### src/rtl/flag_bank.sv
// ============================================================================
// Module   : flag_bank
// Purpose  : Condition-flag register bank with per-bit write enables, forwarding
//            and a LIFO of flag checkpoints for branch-mispredict recovery.
// Revision : 1.0 - initial release
// ============================================================================
`default_nettype none

module flag_bank #(
  parameter int WIDTH = 4,
  parameter int DEPTH = 2
) (
  input  logic                         clk,
  input  logic                         reset,
  input  logic [WIDTH-1:0]             new_flags,
  input  logic [WIDTH-1:0]             flag_en,
  input  logic                         stall,
  input  logic                         push,
  input  logic                         pop,
  input  logic                         restore,
  output logic [WIDTH-1:0]             q,
  output logic [WIDTH-1:0]             q_fwd,
  output logic [$clog2(DEPTH+1)-1:0]   depth_cnt,
  output logic                         full,
  output logic                         empty,
  output logic                         err
);

  localparam int CNT_W = $clog2(DEPTH + 1);

  logic [WIDTH-1:0] flags_q, flags_d;
  logic [CNT_W-1:0] cnt_q, cnt_d;
  logic             err_q, err_d;
  logic [WIDTH-1:0] stack_q [DEPTH];
  logic [WIDTH-1:0] top_w;
  logic [WIDTH-1:0] wmask_w;
  logic             wr_en_w;
  logic             full_w, empty_w;
  logic             ent_we_w;
  logic [CNT_W-1:0] ent_idx_w;

  assign wr_en_w = ~stall & ~restore;
  assign wmask_w = flag_en & {WIDTH{wr_en_w}};
  assign q_fwd   = (wmask_w & new_flags) | (~wmask_w & flags_q);

  assign full_w  = (cnt_q == CNT_W'(DEPTH));
  assign empty_w = (cnt_q == '0);

  // Top of stack is entry cnt_q-1; compare-select keeps the index width-neutral.
  always_comb begin
    top_w = '0;
    for (int i = 0; i < DEPTH; i++) begin
      if (cnt_q == CNT_W'(i + 1)) top_w = stack_q[i];
    end
  end

  always_comb begin
    flags_d   = flags_q;
    cnt_d     = cnt_q;
    err_d     = err_q;
    ent_we_w  = 1'b0;
    ent_idx_w = '0;
    if (restore) begin
      if (!empty_w) begin
        flags_d = top_w;
        cnt_d   = cnt_q - CNT_W'(1);
      end else begin
        err_d = 1'b1;
      end
    end else if (!stall) begin
      flags_d = q_fwd;
      if (push && pop) begin
        ent_we_w = 1'b1;
        if (empty_w) begin
          ent_idx_w = '0;
          cnt_d     = CNT_W'(1);
        end else begin
          ent_idx_w = cnt_q - CNT_W'(1);
        end
      end else if (push) begin
        if (full_w) begin
          err_d = 1'b1;
        end else begin
          ent_we_w  = 1'b1;
          ent_idx_w = cnt_q;
          cnt_d     = cnt_q + CNT_W'(1);
        end
      end else if (pop) begin
        if (empty_w) err_d = 1'b1;
        else         cnt_d = cnt_q - CNT_W'(1);
      end
    end
  end

  always_ff @(posedge clk or negedge reset) begin
    if (!reset) begin
      flags_q <= '0;
      cnt_q   <= '0;
      err_q   <= 1'b0;
    end else begin
      flags_q <= flags_d;
      cnt_q   <= cnt_d;
      err_q   <= err_d;
    end
  end

  for (genvar gi = 0; gi < DEPTH; gi++) begin : g_entry
    always_ff @(posedge clk or negedge reset) begin
      if (!reset) begin
        stack_q[gi] <= '0;
      end else if (ent_we_w && (ent_idx_w == CNT_W'(gi))) begin
        stack_q[gi] <= q_fwd;
      end
    end
  end

  assign q         = flags_q;
  assign depth_cnt = cnt_q;
  assign full      = full_w;
  assign empty     = empty_w;
  assign err       = err_q;

endmodule

`default_nettype wire
### config.mk
export PLATFORM = sky130hd
export DESIGN_NAME = flag_bank
export DESIGN_NICKNAME = d
export VERILOG_FILES = /design/src/rtl/flag_bank.sv
export SDC_FILE = /design/constraint.sdc
export NUM_CORES = 1
export LEC_CHECK = 0
export BUFFER_PORTS_ARGS = -buffer_cell sky130_fd_sc_hd__buf_2
export CORE_MARGIN = 3
export CORE_UTILIZATION = 30
export DETAILED_ROUTE_END_ITERATION = 8
export GPL_TIMING_DRIVEN = 0
export PLACE_DENSITY = 0.51
export SETUP_SLACK_MARGIN = 0.4
export SYNTH_ARGS = -nofsm -noshare
export SYNTH_HDL_FRONTEND = slang
export SYNTH_SLANG_ARGS = --single-unit
### constraint.sdc
create_clock -name clk -period 2.9 [get_ports clk]
set_input_delay 0.58 -clock clk [delete_from_list [all_inputs] [get_ports clk]]
set_output_delay 0.58 -clock clk [all_outputs]
set_load 0.02 [all_outputs]
## After elaboration in Yosys (flattened, before gate mapping)

Index checks and enable logic that the tools add are counted.

- Add/sub/neg operators: 2
- Equal/unequal tests: 9
- Mux-type cells: 31
- Bitwise logic cells: 8
- Reductions and logical operators: 10

Operator list:

| kind | count |
|---|---|
| $mux W2 | 14 |
| $mux W4 | 5 |
| $and A4 B4 Y4 | 3 |
| $mux W1 | 12 |
| $reduce_and A4 Y1 | 2 |
| $eq A2 B1 Y1 const B | 2 |
| $logic_not A2 Y1 | 2 |
| $ne A2 B2 Y1 const B | 2 |
| $ne A4 B3 Y1 const B | 1 |
| $not A4 Y4 | 1 |
| $or A4 B4 Y4 | 1 |
| $reduce_bool A4 Y1 | 1 |
| $logic_and A1 B1 Y1 | 3 |
| $ne A3 B1 Y1 const B | 1 |
| $ne A3 B3 Y1 const B | 1 |
| $reduce_bool A3 Y1 | 1 |
| $add A2 B1 Y2 const B | 1 |
| $eq A2 B2 Y1 const B | 1 |
| $ne A2 B1 Y1 const B | 1 |
| $not A1 Y1 | 2 |
| $reduce_and A2 Y1 | 1 |
| $sub A2 B1 Y2 const B | 1 |
| $and A1 B1 Y1 | 1 |

- Register bits after elaboration: 15
- Bits of input ports: 14
- Output and inout port bits: 13
- Logic and storage cells: 65

## Logic depth before layout (Yosys ltp)

- Depth in word-level cells: 8
- Gate-level depth with buffers: 7
- Gate-level depth less buffers: 6

## Least setup slack after synthesis

Ideal clock, no wire load.

- Kind: register to register
- Start point: reg cnt_q[0] (netlist: depth_cnt[0])
- End point: reg stack_q[4] (netlist name)
- Library setup time: 127 ps
- Data arrival time: 1881 ps
- Data required time: 2773 ps
- Path slack: 891 ps
- Cell stages (with the launch flop): 7
- Buffers on the path: 1
- Period minus slack after synthesis: 2009 ps
- Cells stage by stage: dfrtp_1 inv_1 ha_1 buf_2 a2111oi_4 nand2_2 mux2_1

- Word-level cells in the longest chain between the ends: 8
- Elaborated cells on any way between the ends: 16
- Those cells by class: add/sub: 1; eq/ne: 1; mux: 11; reduce/logical: 3

RTL lines:

| element | RTL line | RTL |
|---|---|---|
| start: declaration | 32 | `logic [CNT_W-1:0] cnt_q, cnt_d;` |
| start signal: assignment | 102 | `cnt_q <= cnt_d;` |
| $eq A2 B2 Y1 * | 46 | `assign full_w = (cnt_q == CNT_W'(DEPTH));` |
| named net full | 24 | `output logic full,` |
| $mux W2 | 81 | `if (full_w) begin` |
| $mux W2 | 80 | `end else if (push) begin` |
| $mux W2 | 72 | `if (push && pop) begin` |
| $mux W2 | 70 | `end else if (!stall) begin` |
| $mux W2 | 63 | `if (restore) begin` |
| $logic_not A2 Y1 | 111 | `end else if (ent_we_w && (ent_idx_w == CNT_W'(gi))) begin` |
| $logic_and A1 B1 Y1 * | 111 |  |
| end signal: indexed assignment | 112 | `stack_q[gi] <= q_fwd;` |
| end: declaration | 34 | `logic [WIDTH-1:0] stack_q [DEPTH];` |

Mark *: on every way through the listed nets, which the timed path passes. The rest lies on a longest branch.
A chain may end at the register's enable or synchronous reset.

## Worst setup path in the final report

- Start point: in restore
- End point: out q_fwd[2]

- Word-level cells in the longest chain between the ends: 6
- Elaborated cells on any way between the ends: 7
- Those cells by class: bitwise: 7

RTL lines:

| element | RTL line | RTL |
|---|---|---|
| start: declaration | 20 | `input logic restore,` |
| $not A1 Y1 * | 42 | `assign wr_en_w = ~stall & ~restore;` |
| $and A1 B1 Y1 * | 42 |  |
| $and A4 B4 Y4 * | 43 | `assign wmask_w = flag_en & {WIDTH{wr_en_w}};` |
| $not A4 Y4 | 44 | `assign q_fwd = (wmask_w & new_flags) \| (~wmask_w & flags_q);` |
| $and A4 B4 Y4 | 44 |  |
| $or A4 B4 Y4 * | 44 |  |
| end: declaration | 22 | `output logic [WIDTH-1:0] q_fwd,` |

Mark *: on every way between the ends. The rest lies on a longest branch, timed or not.

==> results.cfg <==
[status]
outcome = finished, final reports clean

[layout]
fillerInstances = 332
antennaDiodeCount = 0
fin_nets = 140
multi_input_area_um2 = 569
layout_commonest_cell = buf_2
fin_cells = 164
layout_common_cells = buf_2, dfrtp_1, mux2_1
drive_above_1_share_pct = 32.5
fin_area_mm2 = 0.00120
regArea_um2 = 375
syn2layout_area_growth_pct = 20.2

[sta]
setup_viol = 0
whs_ns = 0.164
fmax_ghz = 0.456
setup_tns_ns = 0
report.final.slew_viol_count = 0
finalCritPeriodShare_pct = 75.5
fin_skew_ns = 0.00968
rsz0062_at_grt = false
worst_pin_slew_ns = 0.505
max_slew_margin_pct = 66.1
fin_crit_ns = 2.19
hold_viol_final = 0

[power]
finalPower_mw = 0.742
power_density_mw_per_mm2 = 616
leakagePower_nw = 0.554
vdd_drop_max_v = 0.000125

[clocking]
cts_sinks = 15
cts_resized = 0
post-cts-setup-buffers = 0
cts_buffers = 3
cts_hold_buf = 0
cts_tree = done
clk_pin_slew_worst_paths_ns = 0.10
h-tree-depth = 1
cts.path.max_buffers = 2
clockRootBuffer = clkbuf_4
clkLatencyLatePin_ns = 0.30

[placed_design]
dpl_cell_area_mm2 = 0.00118
gp_congestion = 0.731
dp_hpwl_mm = 1.70
placedCellCount = 160
portBuffers = 24

[global_route]
grt_pass1_wl_mm = 3.88
grt_overflow = 0
antenna_found_initial = 0
grt_max_degree = 16
grt_pass1_vias = 793
grt.total_usage_pct = 12.3

[synthesis]
ys_seq_area_share_pct = 37.5
ys_types = 27
syn_nets = 111
yosys_warnings = 0
syn_inst = 92
synth-seq-cells = 15
synth.cell_area_mm2 = 0.00100
avgSynthCellArea_um2 = 10.9

[min_path]
min_path_type = input port to asynchronous set/reset pin

[route]
drtIter0Drc = 33
dr.pass1.iters = 4
num_vias = 792
ant_nets = 0
viasPerCell = 4.83
wl_per_cell_um = 13.7
drc = 0
wirelength_mm = 2.25

[setup_path]
endpoint_kind = output port
worstPathArrival_ns = 1.61
worstPathRequired_ns = 2.32
worstPathMaxFanout = 10
timing.setup.critical_path_class = input port to output port
cp-start-kind = input port

[floorplan]
io_pins = 27
initial_core_util_pct = 32.0
die_area_mm2 = 0.00407
coreArea_mm2 = 0.00313
die_h_um = 63.8
rows = 20
die-width_um = 63.8

[flow_run]
cap_violations = 0
-- metrics by stage --
step | util, % | setup WS (ns)
2_1_floorplan | - | 0.891
4_1_cts | 38.5 | 0.703
6_report | 38.5 | 0.709
3_5_place_dp | 37.6 | 0.704
5_1_grt | 38.5 | 0.659
3_3_place_gp | 37.6 | 0.709
-- routing by layer --
layer / vias to the layer above / global-route usage, % / wire length, µm
met3: 4 / 1.58 / 88
met4: 0 / 6.47 / 42
li1: 385 / - / -
met1: 378 / 15.4 / 994
met2: 25 / 20.5 / 1120
met5: - / 0 / 0
-- synthesized netlist by cell type, drive strengths merged --
library cell   n  area, µm²
dfrtp         15        375
ha             5       62.6
inv            5       21.3
nand2b         7       46.3
nor3b          2       15.0
buf            4       35.0
and3b          1       8.76
nand2          9       36.3
a311oi         1       8.76
nor2           2       23.8
nor2b          2       12.5
mux2          12        135
o21ai          1       5.00
mux2i          7       70.1
a31oi          1       6.26
a2111oi        1       27.5
nor4           1       6.26
o221ai         4       35.0
a21oi          8       40.0
o21a           4       30.0
-- worst max-delay path, cell delays in order --
cell,delay (ns)
buf_2,0.11
buf_6,0.14
nor2_8,0.16
nand2_1,0.07
mux2_1,0.36
buf_2,0.18
-- final cells by class --
cell class | count | area share (%)
buffer | 4 | 2.91
multi-input combinational | 68 | 47.3
sequential | 15 | 31.2
inverter | 5 | 1.77
tap | 44 | 4.57
clock inverter | 1 | 0.416
clock buffer | 3 | 1.87
timing repair buffer | 24 | 9.98
-- cell families (layout without fill, tap and decap cells) --
kind of cell | after synthesis | count (layout) | share of synthesized area, %
adder cells (fa/ha/maj) | 5 | 5 | 6.25
flip-flops | 15 | 15 | 37.5
buffers and inverters | 9 | 37 | 5.62
AO/OA/AOI/OAI | 20 | 20 | 15.3
AND/OR/NAND/NOR | 24 | 24 | 14.9
multiplexers | 19 | 19 | 20.5
-- path summary, 6_finish.rpt --
check	from	endpoint	slack (ns)	depth (start not counted)
max	restore	q_fwd[2]	0.71	6
min	reset	q[3]$_DFFE_PN0P_	0.16	1
max reg2reg	depth_cnt[0]$_DFFE_PN0P_	stack_q[5]$_DFFE_PN0P_	1.01	6
min reg2reg	err$_DFFE_PN0P_	err$_DFFE_PN0P_	0.47	2
max in group asynchronous	reset	depth_cnt[0]$_DFFE_PN0P_	2.47	1
min in group clk	err$_DFFE_PN0P_	err$_DFFE_PN0P_	0.47	2
-- sequential cells by signal, indices dropped and copies added, names as in the netlist --
signal	flops
depth_cnt	2
err	1
q	4
stack_q	8
-- report_power, final --
group	internal (mW)	switching [mW]	total, mW
sequential	0.283	0.0442	0.327
combinational	0.125	0.163	0.288
clock	0.0514	0.0758	0.127
No activity file was read; power rests on OpenSTA's default activity.
